$ cat config.mk
export PLATFORM = sky130hd
export DESIGN_NAME = uart_receiver_flat
export DESIGN_NICKNAME = d
export VERILOG_FILES = /design/src/rtl/uart_receiver_if.sv /design/src/rtl/uart_receiver.sv /design/src/flat_wrapper.sv
export SDC_FILE = /design/constraint.sdc
export NUM_CORES = 1
export LEC_CHECK = 0
export BUFFER_PORTS_ARGS = -buffer_cell sky130_fd_sc_hd__buf_2
export CORE_MARGIN = 5
export CORE_UTILIZATION = 56
export DETAILED_ROUTE_END_ITERATION = 10
export PLACE_DENSITY_LB_ADDON = 0.1
export SLEW_MARGIN = 20
export SYNTH_ARGS = -nofsm -noshare
export SYNTH_HDL_FRONTEND = slang
export SYNTH_SLANG_ARGS = --single-unit
$ cat constraint.sdc
create_clock -name clk_1843200hz -period 1.89 [get_ports clk_1843200hz]
set_input_delay 0.0945 -clock clk_1843200hz [delete_from_list [all_inputs] [get_ports clk_1843200hz]]
set_output_delay 0.0945 -clock clk_1843200hz [all_outputs]
set_load 0.03 [all_outputs]
$ cat src/rtl/uart_receiver_if.sv
// Serial line and received-byte outputs of uart_receiver.
// The line driver uses the master modport; the receiver uses slave.
interface uart_receiver_if #(
    parameter int DATA_BITS = 8
);
    logic                 rx;
    logic [DATA_BITS-1:0] data;
    logic                 data_valid;
    logic                 frame_error;
    logic                 busy;

    modport master (output rx, input data, data_valid, frame_error, busy);
    modport slave  (input rx, output data, data_valid, frame_error, busy);
endinterface

$ cat src/rtl/uart_receiver.sv
// Oversampling 8N1-style UART receiver with stop-bit check and one-cycle valid/error strobes.
// Optional UART_RX_MAJORITY_EN: 2-of-3 vote around each bit centre, decisions one cycle later.
module uart_receiver #(
    parameter int OVERSAMPLE = 16,
    parameter int DATA_BITS  = 8
) (
    input logic            clk_1843200hz,
    input logic            reset,
    uart_receiver_if.slave bus
);
    localparam int CW = $clog2(OVERSAMPLE);
    localparam int BW = $clog2(DATA_BITS + 1);
`ifdef UART_RX_MAJORITY_EN
    localparam logic [CW-1:0] START_CNT = CW'(OVERSAMPLE / 2);
`else
    localparam logic [CW-1:0] START_CNT = CW'(OVERSAMPLE / 2 - 1);
`endif
    localparam logic [CW-1:0] BIT_CNT  = CW'(OVERSAMPLE - 1);
    localparam logic [BW-1:0] LAST_BIT = BW'(DATA_BITS - 1);

    typedef enum logic [2:0] {
        S_RECOVER,
        S_IDLE,
        S_START,
        S_DATA,
        S_STOP
    } state_t;

    state_t               r_state, w_state_nxt;
    logic                 r_sync1, r_sync2;
    logic [CW-1:0]        r_cnt, w_cnt_nxt;
    logic [BW-1:0]        r_bit, w_bit_nxt;
    logic [DATA_BITS-1:0] r_shift, w_shift_nxt;
    logic [DATA_BITS-1:0] r_data, w_data_nxt;
    logic                 r_dv, w_dv_nxt;
    logic                 r_fe, w_fe_nxt;
    logic                 r_busy, w_busy_nxt;
    logic                 w_rx_s;
    logic                 w_smp;

    always_ff @(posedge clk_1843200hz) begin
        if (reset) begin
            r_sync1 <= 1'b1;
            r_sync2 <= 1'b1;
        end else begin
            r_sync1 <= bus.rx;
            r_sync2 <= r_sync1;
        end
    end

    assign w_rx_s = r_sync2;

`ifdef UART_RX_MAJORITY_EN
    // r_hist[0] is rx_s at the centre, r_hist[1] one cycle before it.
    logic [1:0] r_hist;

    always_ff @(posedge clk_1843200hz) begin
        if (reset) r_hist <= 2'b11;
        else       r_hist <= {r_hist[0], w_rx_s};
    end

    assign w_smp = (r_hist[1] & r_hist[0]) | (r_hist[1] & w_rx_s) | (r_hist[0] & w_rx_s);
`else
    assign w_smp = w_rx_s;
`endif

    always_ff @(posedge clk_1843200hz) begin
        if (reset) begin
            r_state <= S_RECOVER;
            r_cnt   <= '0;
            r_bit   <= '0;
            r_shift <= '0;
            r_data  <= '0;
            r_dv    <= 1'b0;
            r_fe    <= 1'b0;
            r_busy  <= 1'b0;
        end else begin
            r_state <= w_state_nxt;
            r_cnt   <= w_cnt_nxt;
            r_bit   <= w_bit_nxt;
            r_shift <= w_shift_nxt;
            r_data  <= w_data_nxt;
            r_dv    <= w_dv_nxt;
            r_fe    <= w_fe_nxt;
            r_busy  <= w_busy_nxt;
        end
    end

    always_comb begin
        w_state_nxt = r_state;
        w_cnt_nxt   = r_cnt + 1'b1;
        w_bit_nxt   = r_bit;
        w_shift_nxt = r_shift;
        w_data_nxt  = r_data;
        w_dv_nxt    = 1'b0;
        w_fe_nxt    = 1'b0;
        w_busy_nxt  = r_busy;
        case (r_state)
            // Wait for a high line so a reset or error mid-frame never
            // mistakes a low data bit for a start bit.
            S_RECOVER: begin
                w_busy_nxt = 1'b0;
                if (w_rx_s) w_state_nxt = S_IDLE;
            end
            S_IDLE: begin
                if (!w_rx_s) begin
                    w_state_nxt = S_START;
                    w_cnt_nxt   = '0;
                    w_busy_nxt  = 1'b1;
                end
            end
            S_START: begin
                if (r_cnt == START_CNT) begin
                    w_cnt_nxt = '0;
                    if (w_smp) begin
                        w_state_nxt = S_IDLE;
                        w_busy_nxt  = 1'b0;
                    end else begin
                        w_state_nxt = S_DATA;
                        w_bit_nxt   = '0;
                    end
                end
            end
            S_DATA: begin
                if (r_cnt == BIT_CNT) begin
                    w_cnt_nxt   = '0;
                    w_shift_nxt = {w_smp, r_shift[DATA_BITS-1:1]};
                    w_bit_nxt   = r_bit + 1'b1;
                    if (r_bit == LAST_BIT) w_state_nxt = S_STOP;
                end
            end
            // Leaving at the stop-bit centre lets a back-to-back start edge land in IDLE.
            S_STOP: begin
                if (r_cnt == BIT_CNT) begin
                    w_cnt_nxt  = '0;
                    w_busy_nxt = 1'b0;
                    if (w_smp) begin
                        w_data_nxt  = r_shift;
                        w_dv_nxt    = 1'b1;
                        w_state_nxt = S_IDLE;
                    end else begin
                        w_fe_nxt    = 1'b1;
                        w_state_nxt = S_RECOVER;
                    end
                end
            end
            default: w_state_nxt = S_RECOVER;
        endcase
    end

    assign bus.data        = r_data;
    assign bus.data_valid  = r_dv;
    assign bus.frame_error = r_fe;
    assign bus.busy        = r_busy;
endmodule

$ cat src/flat_wrapper.sv
// flat-port wrapper written by rule: the top's interface ports become plain ports
module uart_receiver_flat 
#(
    parameter int OVERSAMPLE = 16,
    parameter int DATA_BITS  = 8
)
  (clk_1843200hz, reset, bus_rx, bus_data, bus_data_valid, bus_frame_error, bus_busy);
  uart_receiver_if #(.DATA_BITS(DATA_BITS)) bus_i ();
  input logic clk_1843200hz;
  input logic reset;
  input wire logic [$bits(bus_i.rx)-1:0] bus_rx;
  output wire logic [$bits(bus_i.data)-1:0] bus_data;
  output wire logic [$bits(bus_i.data_valid)-1:0] bus_data_valid;
  output wire logic [$bits(bus_i.frame_error)-1:0] bus_frame_error;
  output wire logic [$bits(bus_i.busy)-1:0] bus_busy;
  assign bus_i.rx = bus_rx;
  assign bus_data = bus_i.data;
  assign bus_data_valid = bus_i.data_valid;
  assign bus_frame_error = bus_i.frame_error;
  assign bus_busy = bus_i.busy;
  uart_receiver #(.OVERSAMPLE(OVERSAMPLE), .DATA_BITS(DATA_BITS)) u_core (.clk_1843200hz(clk_1843200hz), .reset(reset), .bus(bus_i));
endmodule
Yosys cells after proc, flatten, opt, wreduce, memory -nomap -nowiden
Index checks and enable logic that the tools add are counted.

Register bits: 32. Input port bits: 3. Logic and storage cells: 63.

Add/sub/neg operators: 2. Eq/ne operators: 15. Muxes and demuxes: 24. Bitwise logic cells: 2. Reductions and logical operators: 10.

Operators by type and width (number): $mux W4 (6); $mux W3 (6); $pmux W3 S5 (1); $ne A2 B1 Y1 const B (6); $pmux W4 S3 (1); $add A4 B1 Y4 const B (2); $eq A4 B3 Y1 const B (2); $pmux W4 S2 (1); $mux W1 (7); $eq A3 B2 Y1 const B (2); $reduce_and A6 Y1 (1); $reduce_and A5 Y1 (1); $eq A4 B4 Y1 const B (1); $ne A2 B2 Y1 const B (2); $pmux W1 S4 (1); $reduce_and A4 Y1 (1); $reduce_bool A4 Y1 (1); $eq A3 B1 Y1 const B (1); $eq A3 B3 Y1 const B (1); $logic_not A3 Y1 (1); $reduce_and A3 Y1 (1); $reduce_or A3 Y1 (1); $mux W2 (1); $not A1 Y1 (2); 3 further kinds (3).

Logic depth before layout (Yosys ltp)
Depth after elaboration: 4. Gate-level depth with buffers: 6. Depth with buffers taken out: 5.

Least setup slack after synthesis
OpenSTA, ideal clock, no wires.

Kind: register -> register. From: register u_core.r_cnt[0]. To: register u_core.r_bit[1]. Arrival: 1.284 ns. Slack: 0.479 ns. Cell stages (with the launch flop): 7. Clock period less this slack: 1.411 ns. Path through: dfxtp_1 -> ha_1 -> and3_4 -> and3_1 -> buf_4 -> a22oi_1 -> nor2_1.

Word-level cells in the longest chain between the ends: 3. Elaborated cells between the ends (all ways): 5.

RTL lines: from (decl) (RTL line uart_receiver.sv:31) `logic [CW-1:0] r_cnt, w_cnt_nxt;`; from (signal assigned) (RTL line uart_receiver.sv:79) `r_cnt <= w_cnt_nxt;`; $eq A4 B4 Y1 or $eq A4 B3 Y1 (tied branches) (RTL line uart_receiver.sv:125, uart_receiver.sv:113); $ne A2 B1 Y1 (no line); $reduce_and A4 Y1 (no line) (*); to (signal assigned) (RTL line uart_receiver.sv:80) `r_bit <= w_bit_nxt;`; to (decl) (RTL line uart_receiver.sv:32) `logic [BW-1:0] r_bit, w_bit_nxt;`.

Every way passes the cells marked *; elsewhere a longest branch is shown, timed or not. A chain may end at the register's enable or synchronous reset.

Final worst setup path
Ends and elaborated chain as after synthesis.

==> impl_metrics.ini <==
[status]
status = completed

[yosys]
ys.flop_type = dfxtp_1
syn_area_mm2 = 0.001335
synth_adder_area_share_pct = 1.874
synth_seq_cells = 32
syn-num-nets = 150
synth_compound_area_share_pct = 12.75
syn_inst = 145
yosysTopAreaCell = dfxtp_1
synth_top_family_by_area = simple AND/OR/NAND/NOR gates
synth_xor_area_share_pct = 1.968
synth_cell_types = 35
synthTopCellsByArea = dfxtp_1, mux2i_1, nand2_1
ys_warn_count = 0
postSynth.asyncResetShare_pct = 0
synth_simple_gate_area_share_pct = 24.55
syn_area_per_cell_um2 = 9.207
synth_edf_count = 0
yosysTopAreaCellShare_pct = 47.99
ys_seq_area_share_pct = 47.99
synthMuxAreaShare_pct = 6.748

[cells_and_area]
diodes = 0
finish.utilization_pct = 64.04
final_cell_area_mm2 = 0.001444
drive_above_1_share_pct = 16.46
fin_nets = 163
final_common_cell = dfxtp_1
final_cells = 186
final_cell_mix = dfxtp_1, nand2_1, nor2_1
syn_to_final_growth_pct = 8.153

[grt]
antenna_found_initial = 0
overflow = 0
gr-usage-met2_pct = 26.97
grt_pass1_vias = 1034
met3_usage_pct = 8.114
grt_pass1_wl_mm = 4.429
groute.usage.overall_pct = 17.01
use_met1_pct = 19.81
grt_max_degree = 30
busiest_layer = met2

[cts]
clock_latency_ps = 330
cts.sinks = 32
cts-root-buf = clkbuf_4
cts_made_buffers = 5
cts_tree = built
cts.reportedPaths.clkPinSlew_ps = 90
htree_levels = 2
clockBufferDepth = 2

[placed_design]
place_ws_ps = 335.9
dpl.cell_count = 178
portBuffers = 13
dpl_cell_area_mm2 = 0.001388
dp_hpwl_mm = 1.625
place_congestion = 0.7847

[critical_path]
critPathCapture = u_core.r_bit[1]
r2r_end = u_core.r_bit[1]
crit_required_ps = 2150
r2r_slack_ps = 320
rr_startpoint = u_core.r_cnt[0]
reg2reg_depth = 5
crit_path_max_fanout = 10
worstSetupPathType = flop to flop
arrival_ps = 1840
cp-end-kind = flop
critical_path.startpoint_type = flop
cp-startpoint = u_core.r_cnt[0]

[min_path]
hp-class = input pin to flop

[floorplan]
ioPinCount = 14
rows = 17
start_util_pct = 59.21
coreArea_mm2 = 0.002255
die_w_um = 58.83
dieArea_mm2 = 0.003460
die-height_um = 58.83

[drt]
viasPerCell = 5.602
vias = 1042
postRouteAntennaNets = 0
wl_per_cell_um = 13.05
wl_mm = 2.427
remaining_drc_errors = 0
drt_iter0_markers = 18
first_pass_iters = 4

[timing]
tns_ps = 0
tightest_slew_ps = 510.6
rsz0062_at_grt = no
maxSlewHeadroom_pct = 65.96
fin_ws_ps = 315.3
finalHoldViolCount = 0
finalClockSkew_ps = 9.405
finalSetupViolCount = 0
holdWs_ps = 202.1
finalCriticalPeriod_ps = 1575
drv_slew = 0
finalCritPeriodShare_pct = 83.32
fmax_mhz = 635.1

[pwr]
total_power_mw = 1.090
p_leak_nw = 0.6175
ir_drop_uv = 602.8
powerDensity_mw_per_mm2 = 754.6

[job]
cap_violations = 0
what timing repair did:
action	CTS	global route
hold endpoints to repair	1	0
hold buffers	1	0
buffers inserted	0	0
resized for setup	0	0
synth_stat cells, drive strengths merged, types with 2 or more instances:
master / count
dfxtp: 32
nand2: 21
nor2: 15
a21oi: 12
mux2i: 9
nor3: 7
buf: 6
a21o: 3
and3: 3
clkbuf: 3
nand3: 3
o211ai: 3
o21ai: 3
xor2: 3
and2: 2
ha: 2
nand4: 2
nor3b: 2
nor4: 2
or2: 2
logic make-up after synthesis:
family | Yosys count
flops | 32
mux | 9
buf+inv | 9
fa+ha+maj | 2
simple gates | 65
compound gates | 25
xor+xnor | 3
cell type report:
cell class	count	area, um^2
multi-input cells	104	639.4
flip-flops and latches	32	640.6
repair buffers	15	82.58
clock inverters	1	5.005
well taps	28	35.03
fillers	217	810.8
clock buffers	6	41.29
worst min path at each step:
stage | cells past startpoint | slack (ps) | to | from
final | 2 | 200 | u_core.bus.data[0] | reset
after global routing | 2 | 210 | u_core.bus.data[2] | reset
after CTS | 2 | 200 | u_core.r_bit[0] | reset
after detailed placement | 2 | 280 | u_core.r_sync1 | bus_rx
after global placement | 2 | 280 | u_core.r_sync1 | bus_rx
after floorplan | 1 | 200 | u_core.r_sync1 | bus_rx
worst max-delay path: stages, from the launching register on:
cell	delay [ps]
dfxtp_1	360
ha_1	280
and3_4	240
and3_1	380
a22oi_1	140
nor2_1	110
metal layers:
metal,part of all wire (%),routed length [um]
met5,0,0
met2,49,1191
met4,1.8,43
met3,5.0,122
met1,44,1069
where the power goes:
part           switching [mW]  internal [mW]  total [mW]
logic                  0.0229         0.0160      0.0389
registers              0.0138          0.684       0.698
clock network           0.216          0.137       0.353
total                   0.253          0.837        1.09
sequential cells by signal, indices dropped and copies added, names as in the netlist:
register                count
u_core.bus.data             8
u_core.bus.frame_error      1
u_core.r_state              3
u_core.r_bit                4
u_core.bus.data_valid       1
u_core.r_cnt                4
u_core.r_sync1              1
u_core.bus.busy             1
u_core.r_shift              8
u_core.r_sync2              1
No activity file was read; power rests on OpenSTA's default activity.
